$ cat config.mk
export PLATFORM = sky130hd
export DESIGN_NAME = seg7_scan_ctrl
export DESIGN_NICKNAME = d
export VERILOG_FILES = /design/src/rtl/seg7_pkg.sv /design/src/rtl/seg7_hex_decode.sv /design/src/rtl/seg7_scan_ctrl.sv
export SDC_FILE = /design/constraint.sdc
export NUM_CORES = 1
export LEC_CHECK = 0
export ABC_AREA = 1
export CORE_ASPECT_RATIO = 2
export CORE_MARGIN = 1
export CORE_UTILIZATION = 50
export DETAILED_ROUTE_END_ITERATION = 10
export PLACE_DENSITY = 0.77
export SKIP_CTS_REPAIR_TIMING = 1
export SLEW_MARGIN = 10
export SYNTH_ARGS = -nofsm -noshare
export SYNTH_HDL_FRONTEND = slang
export SYNTH_HIERARCHICAL = 1
export SYNTH_SLANG_ARGS = --single-unit
export TNS_END_PERCENT = 50
$ cat constraint.sdc
create_clock -name clk -period 5 [get_ports clk]
set_input_delay 1.25 -clock clk [delete_from_list [all_inputs] [get_ports clk]]
set_output_delay 1.25 -clock clk [all_outputs]
set_load 0.02 [all_outputs]
$ cat src/rtl/seg7_pkg.sv
// seg7_pkg: shared types and constants for the 8-digit 7-segment scan controller.
//   - seg7_state_e : scan FSM states
//   - Reg*         : register indices selected by bus_addr[3:2]
//   - Ctrl*        : CTRL field positions and reset value
//   - hex7()       : 4-bit nibble -> active-high segments, a..g on [6:0]
package seg7_pkg;

  typedef enum logic [1:0] {StIdle, StBlank, StDrive} seg7_state_e;

  // Register index = bus_addr[3:2]
  localparam logic [1:0] RegData = 2'd0;  // byte offset 0x0
  localparam logic [1:0] RegCtrl = 2'd1;  // byte offset 0x4

  localparam int unsigned CtrlW         = 17;
  localparam int unsigned CtrlDpLsb     = 0;
  localparam int unsigned CtrlDigEnLsb  = 8;
  localparam int unsigned CtrlDispEnBit = 16;
  localparam logic [31:0] CtrlReset     = 32'h0001_FF00;

  function automatic logic [6:0] hex7(input logic [3:0] nib);
    logic [6:0] seg;
    case (nib)
      4'h0: seg = 7'h7E;
      4'h1: seg = 7'h30;
      4'h2: seg = 7'h6D;
      4'h3: seg = 7'h79;
      4'h4: seg = 7'h33;
      4'h5: seg = 7'h5B;
      4'h6: seg = 7'h5F;
      4'h7: seg = 7'h70;
      4'h8: seg = 7'h7F;
      4'h9: seg = 7'h7B;
      4'hA: seg = 7'h77;
      4'hB: seg = 7'h1F;
      4'hC: seg = 7'h4E;
      4'hD: seg = 7'h3D;
      4'hE: seg = 7'h4F;
      default: seg = 7'h47;
    endcase
    return seg;
  endfunction

endpackage

$ cat src/rtl/seg7_hex_decode.sv
// seg7_hex_decode: purely combinational hex digit decoder.
//   nibble_i [3:0] : hex value
//   seg_o    [6:0] : active-high segments, a on [6] .. g on [0]
module seg7_hex_decode
  import seg7_pkg::*;
(
  input  logic [3:0] nibble_i,
  output logic [6:0] seg_o
);

  assign seg_o = hex7(nibble_i);

endmodule

$ cat src/rtl/seg7_scan_ctrl.sv
// seg7_scan_ctrl: memory-mapped scan controller for an 8-digit 7-segment display.
// Holds a 32-bit hex value (DATA) and control (CTRL) and time-multiplexes the
// digits onto AN/A2G/DP. Each digit slot starts with BLANK_CYCLES of all-anodes-off
// followed by SCAN_DIV-BLANK_CYCLES of drive. DATA/CTRL are copied into shadow
// registers only at frame boundaries so a displayed frame is never torn.
// Ports:
//   clk, rst      : clock, asynchronous active-high reset
//   bus_sel/we    : chip select and write strobe
//   bus_addr[3:0] : byte offset, [3:2] selects DATA(0x0)/CTRL(0x4)/reserved
//   bus_wdata     : write data; bus_rdata: combinational read data
//   AN[7:0]       : anodes, active-low one-cold
//   A2G[6:0]      : segments a..g, active-low
//   DP            : decimal point, active-low
// Optional build macro SEG7_ZERO_BLANK_EN: blank leading-zero digits above the
// highest nonzero shadow nibble (digit 0 always shown).
module seg7_scan_ctrl
  import seg7_pkg::*;
#(
  parameter int unsigned SCAN_DIV     = 100_000,
  parameter int unsigned BLANK_CYCLES = 1_000
) (
  input  logic        clk,
  input  logic        rst,
  input  logic        bus_sel,
  input  logic        bus_we,
  input  logic [3:0]  bus_addr,
  input  logic [31:0] bus_wdata,
  output logic [31:0] bus_rdata,
  output logic [7:0]  AN,
  output logic [6:0]  A2G,
  output logic        DP
);

  localparam int unsigned CntW = (SCAN_DIV > 2) ? $clog2(SCAN_DIV) : 1;
  localparam logic [CntW-1:0] BlankLast = CntW'(BLANK_CYCLES - 1);
  localparam logic [CntW-1:0] DriveLast = CntW'(SCAN_DIV - BLANK_CYCLES - 1);

  // Bus-visible registers
  logic [31:0]      data_q, data_d;
  logic [CtrlW-1:0] ctrl_q, ctrl_d;
  // Frame shadows
  logic [31:0]      sh_data_q, sh_data_d;
  logic [CtrlW-1:0] sh_ctrl_q, sh_ctrl_d;
  // Scan state
  seg7_state_e      state_q, state_d;
  logic [2:0]       idx_q, idx_d;
  logic [CntW-1:0]  cnt_q, cnt_d;
  // Registered outputs
  logic [7:0]       an_q, an_d;
  logic [6:0]       a2g_q, a2g_d;
  logic             dp_q, dp_d;

  logic             load_shadow;
  logic             disp_en_live;
  logic [7:0]       sh_dp_mask, sh_dig_en;
  logic [3:0]       cur_nibble;
  logic [6:0]       cur_seg;
  logic             digit_blank;
  logic             unused_addr_lsb;

  assign unused_addr_lsb = ^bus_addr[1:0];

  assign disp_en_live = ctrl_q[CtrlDispEnBit];
  assign sh_dp_mask   = sh_ctrl_q[CtrlDpLsb +: 8];
  assign sh_dig_en    = sh_ctrl_q[CtrlDigEnLsb +: 8];
  assign cur_nibble   = sh_data_q[{idx_q, 2'b00} +: 4];

  seg7_hex_decode u_hex_decode (
    .nibble_i (cur_nibble),
    .seg_o    (cur_seg)
  );

`ifdef SEG7_ZERO_BLANK_EN
  logic [2:0] top_nz;
  always_comb begin
    top_nz = 3'd0;
    for (int unsigned i = 1; i < 8; i++) begin
      if (sh_data_q[4*i +: 4] != 4'h0) top_nz = 3'(i);
    end
  end
  assign digit_blank = (idx_q > top_nz);
`else
  assign digit_blank = 1'b0;
`endif

  // Register writes and reads
  always_comb begin
    data_d = data_q;
    ctrl_d = ctrl_q;
    if (bus_sel && bus_we) begin
      if (bus_addr[3:2] == RegData) data_d = bus_wdata;
      if (bus_addr[3:2] == RegCtrl) ctrl_d = bus_wdata[CtrlW-1:0];
    end
  end

  always_comb begin
    bus_rdata = 32'h0;
    case (bus_addr[3:2])
      RegData: bus_rdata = data_q;
      RegCtrl: bus_rdata = {{(32 - CtrlW){1'b0}}, ctrl_q};
      default: bus_rdata = 32'h0;
    endcase
  end

  // Scan FSM next state
  always_comb begin
    state_d     = state_q;
    idx_d       = idx_q;
    cnt_d       = cnt_q;
    load_shadow = 1'b0;
    if (!disp_en_live) begin
      // Live disable wins from any state, even mid-slot.
      state_d = StIdle;
      idx_d   = 3'd0;
      cnt_d   = '0;
    end else begin
      case (state_q)
        StIdle: begin
          state_d     = StBlank;
          idx_d       = 3'd0;
          cnt_d       = '0;
          load_shadow = 1'b1;
        end
        StBlank: begin
          if (cnt_q == BlankLast) begin
            state_d = StDrive;
            cnt_d   = '0;
          end else begin
            cnt_d = cnt_q + CntW'(1);
          end
        end
        StDrive: begin
          if (cnt_q == DriveLast) begin
            state_d = StBlank;
            cnt_d   = '0;
            idx_d   = idx_q + 3'd1;
            // Wrapping back to digit 0 is the frame boundary.
            load_shadow = (idx_q == 3'd7);
          end else begin
            cnt_d = cnt_q + CntW'(1);
          end
        end
        default: begin
          state_d = StIdle;
          idx_d   = 3'd0;
          cnt_d   = '0;
        end
      endcase
    end
  end

  always_comb begin
    sh_data_d = load_shadow ? data_q : sh_data_q;
    sh_ctrl_d = load_shadow ? ctrl_q : sh_ctrl_q;
  end

  // Outputs are computed from the current state and registered, so they trail
  // the state by one cycle. A live disable blanks them on the same edge.
  always_comb begin
    an_d  = 8'hFF;
    a2g_d = 7'h7F;
    dp_d  = 1'b1;
    if (disp_en_live && state_q == StDrive) begin
      if (sh_dig_en[idx_q]) an_d[idx_q] = 1'b0;
      a2g_d = digit_blank ? 7'h7F : ~cur_seg;
      dp_d  = ~sh_dp_mask[idx_q];
    end
  end

  always_ff @(posedge clk or posedge rst) begin
    if (rst) begin
      data_q    <= 32'h0;
      ctrl_q    <= CtrlReset[CtrlW-1:0];
      sh_data_q <= 32'h0;
      sh_ctrl_q <= CtrlReset[CtrlW-1:0];
      state_q   <= StBlank;
      idx_q     <= 3'd0;
      cnt_q     <= '0;
      an_q      <= 8'hFF;
      a2g_q     <= 7'h7F;
      dp_q      <= 1'b1;
    end else begin
      data_q    <= data_d;
      ctrl_q    <= ctrl_d;
      sh_data_q <= sh_data_d;
      sh_ctrl_q <= sh_ctrl_d;
      state_q   <= state_d;
      idx_q     <= idx_d;
      cnt_q     <= cnt_d;
      an_q      <= an_d;
      a2g_q     <= a2g_d;
      dp_q      <= dp_d;
    end
  end

  assign AN  = an_q;
  assign A2G = a2g_q;
  assign DP  = dp_q;

endmodule
* Yosys cells after proc, flatten, opt, wreduce, memory -nomap -nowiden *
Memory sizes are Yosys's and may differ from the RTL's.
Cells that the tools add are included.
Widths: inputs -> output; s select.

word-level totals
  bits in writable memories = 0
  memories = 1
  bits in latches = 0
  word-level logic and storage cells = 62
  memory bits (read-only) = 112
  bits in registers = 135
  output and inout port bits = 48
  input port bits = 40

memory list
  name              depth  width  read ports  clocked after memory_dff  wr ports  RTL line        RTL
  (name not given)  16     7      1           0                         0         seg7_pkg.sv:22  case (nib)

cells by class
  bitwise logic cells = 3
  mux-type cells = 25
  add/subtract/negate cells = 2
  $mul = 0
  reductions and logical operators = 9
  eq/ne operators = 9
  shift operators = 1
  $lt $le $gt $ge = 2
  div/mod/pow operators = 0

operator list
  operator               count
  $pmux 32 s2            1
  $mux 17                3
  $pmux 17 s2            1
  $shiftx 32x6->4        1
  $add 17x1->17 const B  1
  $eq 17x10->1 const B   1
  $eq 17x17->1 const B   1
  $mux 8                 2
  $not 8->8              1
  $reduce_and 2->1       4
  $mux 7                 1
  $not 7->7              1
  $bmux 1 s3             2
  $mux 1                 6
  $mux 2                 3
  $mux 3                 2
  $ne 3x3->1 const B     2
  $pmux 2 s3             1
  $pmux 3 s2             1
  $eq 2x1->1 const B     2
  $logic_not 2->1        2
  $lt 3x4->1 const B     1
  $add 3x1->3 const B    1
  $demux 1 s3            1
  7 further kinds        9

* Logic depth before layout (Yosys ltp) *
  depth in word-level cells = 7
  gate-level depth with buffers = 13
  depth with buffers taken out = 13

* Cells and area by module *
The synthesis kept the hierarchy.

modules (own cells, without submodules)
  module           instances  cells an instance  sequential area each (um^2)  area an instance (um^2)
  seg7_scan_ctrl   1          745                3420.8                       6237.2
  seg7_hex_decode  1          52                 0.0                          270.3

* Worst setup path after synthesis *
Ideal clock, no wire load.

  kind = input port to output port
  start = in bus_addr[2]
  end = out bus_rdata[17]
  path slack = 1602 ps
  data arrival time = 2148 ps
  stages on the path = 4
  data required time = 3750 ps
  cells stage by stage = nor2_2 -> inv_1 -> clkbuf_1 -> nor2_1

on the way
  word-level cells in the longest chain between the ends = 2
  elaborated cells on any way between the ends = 3
  classes of those cells = eq/ne: 1; mux: 1; reduce/logical: 1

ends and longest elaborated chain
  what                                           RTL line              RTL
  from (decl)                                    seg7_scan_ctrl.sv:26  input logic [3:0] bus_addr,
  $eq 2x1->1 or $logic_not 2->1 (tied branches)  seg7_scan_ctrl.sv:98  case (bus_addr[3:2])
  $pmux 32 s2 (*)                                seg7_scan_ctrl.sv:98
  to (decl)                                      seg7_scan_ctrl.sv:28  output logic [31:0] bus_rdata,

Every way passes the cells marked *; elsewhere a longest branch is shown, timed or not.

* Final worst setup path *
  start = in bus_addr[2]
  end = out bus_rdata[26]

The elaborated chain is that of the path after synthesis.

==> results_dict.tcl <==
set metrics [dict create \
    outcome "finished, final reports clean" \
    yosys-top-cells-area "dfrtp_1 39%, dfstp_2 14%, nand2_1 13%" \
    drtPass1Iterations 4 \
    powerDensity_nw_per_um2 458.9 \
    critPathMaxStageDelay_ns 0.63 \
    grt_max_degree 69 \
    grt_use_total_pct 25.26 \
    routedWlPerCell_um 14.56 \
    clock_latency_ns 0.42 \
    ir_drop_uv 277.3 \
    drv_slew 0 \
    tns_ns 0 \
    die-area_um2 13500 \
    hpwlAfterDp_um 10770 \
    grt_pass1_wl_um 25610 \
    num_vias 5446 \
    ant_nets 0 \
    netlist_area_um2 6507 \
    tightest_slew_ns 1.018 \
    vias_per_cell 5.262 \
    path_class "in2out" \
    dp.cells 1003 \
    core_area_um2 12630 \
    io_pins 88 \
    drc 0 \
    maxCapViolCount 0 \
    setup_ws_ns 0.5635 \
    final_hold_viol_count 0 \
    syn_inst 797 \
    core.rowCount 58 \
    slowest_stage "clkdlybuf4s50_1" \
    syn_area_per_cell_um2 8.165 \
    placed_area_um2 7425 \
    clock-root-buffer "clkbuf_16" \
    wl_um 15070 \
    cp.buffers_inverters 4 \
    r2r_setup_slack_ns 1.78 \
    fin_skew_ns 0.01217 \
    drive_gt1_share_pct 9.492 \
    p_leak_nw 3.872 \
    min_to "sh_ctrl_q[9]" \
    rsz0062_at_grt "false" \
    syn_nets 851 \
    crit_required_ns 3.75 \
    layout.nets 926 \
    hold_start "sh_ctrl_q[9]" \
    yosysWarnings 6 \
    worstPathCellList "clkdlybuf4s50_1 > nor2_2 > buf_4 > inv_1 > nor2_1 > clkdlybuf4s50_1" \
    final-setup-viol-count 0 \
    place_congestion 0.9022 \
    cts_made_buffers 17 \
    synth.most_common_cell "nand2_1" \
    cts_htree_levels 4 \
    numClockSinks 135 \
    fill_cells 1102 \
    clockBufferDepth 2 \
    synth_top_area_share_pct 38.84 \
    path_max_fanout 17 \
    min_period_ns 4.437 \
    clkTransAtPathRegs_ns 0.06 \
    reg2regPathDepth 11 \
    ys_ff_latch 135 \
    fin_util_pct 63.21 \
    crit_top_cell "clkdlybuf4s50_1" \
    synth_area_leader_cell "dfrtp_1" \
    die_w_um 82.67 \
    synth_flop_cell "dfrtp_1" \
    instances_no_fill 1035 \
    crit_arrival_ns 3.19 \
    worst_r2r_endpoint "A2G[3]" \
    post-place-ws_ns 0.5929 \
    async_flop_share_pct 100.0 \
    antenna_found_initial 0 \
    critPathTopFamily "buffers and inverters" \
    crit_path_start_kind "input pin" \
    crit_path_end_kind "primary output" \
    die_h_um 163.3 \
    synth.yosys.seq_area_share_pct 52.57 \
    synth_common_cells "231 x nand2_1, 101 x dfrtp_1, 93 x nor2_1" \
    hp-class "reg2reg" \
    cts_tree "yes" \
    synth_edf_count 0 \
    finalInstanceArea_um2 7981 \
    initial_core_util_pct 51.54 \
    relSlewSlack_pct 31.92 \
    port_buffers 85 \
    drtIter0Drc 248 \
    fin_crit_sh_pct 88.73 \
    holdPathStages 2 \
    synth_cell_types 27 \
    antenna_cells 0 \
    grt_overflow_total 0 \
    fmax_mhz 225.4 \
    synthToLayoutAreaGrowth_pct 22.65 \
    grt_pass1_vias 5530 \
    rr_startpoint "idx_q[0]" \
]
## logic make-up (layout without fill, tap and decap cells)
| kind of cell | Yosys count | after routing | share of synthesized area, % |
|---|---|---|---|
| simple gates | 423 | 423 | 26.59 |
| flops | 135 | 135 | 52.57 |
| xor+xnor | 11 | 11 | 1.481 |
| fa+ha+maj | 14 | 14 | 2.692 |
| compound gates | 104 | 104 | 9.517 |
| buf+inv | 110 | 198 | 7.152 |
## cell type report
type	count	area [µm²]	share of cell area [%]
inverters	75	284.0	3.559
multi-input cells	552	2624	32.87
clock buffers	17	425.4	5.330
well taps	150	187.7	2.351
clock inverters	15	131.4	1.646
repair buffers	91	908.4	11.38
flip-flops and latches	135	3421	42.86
## where the power goes
group	internal (mW)	total (mW)	switching [mW]
clock	0.655	1.18	0.522
combinational	0.334	0.911	0.576
sequential	1.40	1.58	0.178
## flip-flops by register name, summed over array words and instances, names as in the netlist, 3 cells and up
register   flops
AN             8
sh_ctrl_q     16
cnt_q         17
ctrl_q        17
idx_q          3
sh_data_q     32
data_q        32
A2G            7
## per-layer routing
layer  up-vias  part of all wire [%]  global-route usage (%)
met5         -                     0                       0
met2       134                    54                   43.41
met3        42                   3.2                   4.804
met4         0                   4.4                   13.64
met1      2570                    38                   28.52
li1       2700                     -                       -
## worst max-delay path by stage
stage / startpoint / to / slack [ns] / cells after the start
2_1_floorplan: rst / cnt_q[0] / 0.20 / 1
3_3_place_gp: bus_addr[2] / bus_rdata[25] / 0.64 / 6
3_5_place_dp: bus_addr[2] / bus_rdata[26] / 0.59 / 6
4_1_cts: bus_addr[2] / bus_rdata[26] / 0.58 / 6
5_1_grt: bus_addr[2] / bus_rdata[26] / 0.43 / 6
6_report: bus_addr[2] / bus_rdata[26] / 0.56 / 6
## worst register-to-register path, stage by stage (launching register included)
cell and delay (ns):
dfrtp_1 0.84, inv_1 0.57, o21a_1 0.31, o21ai_0 0.19, o2111ai_1 0.39, inv_1 0.24, ha_1 0.25, nand2_1 0.08
o21ai_0 0.10, nand2_1 0.08, nand2_1 0.05, nand2_1 0.06
## per-stage QoR
step	hold slack (ns)	power, mW
final	0.4629	3.663
after global placement	0.4453	2.472
after detailed placement	0.4536	2.501
after CTS	0.4638	3.683
after global routing	0.4685	3.899
after floorplan	0.4329	2.246
## cells in the final DEF, fill, tap and decap left out, drive strengths merged, types with 9 or more instances in the layout
cell type / Yosys / routed
a21oi: 16 / 16
dfrtp: 101 / 101
clkbuf: 23 / 17
nand2: 236 / 236
clkdlybuf4s50: 0 / 85
o21ai: 57 / 57
xor2: 9 / 9
ha: 14 / 14
inv: 73 / 83
dfstp: 34 / 34
nand3: 83 / 83
a22o: 16 / 16
nor2: 97 / 97
(Power assumes the default switching activity.)
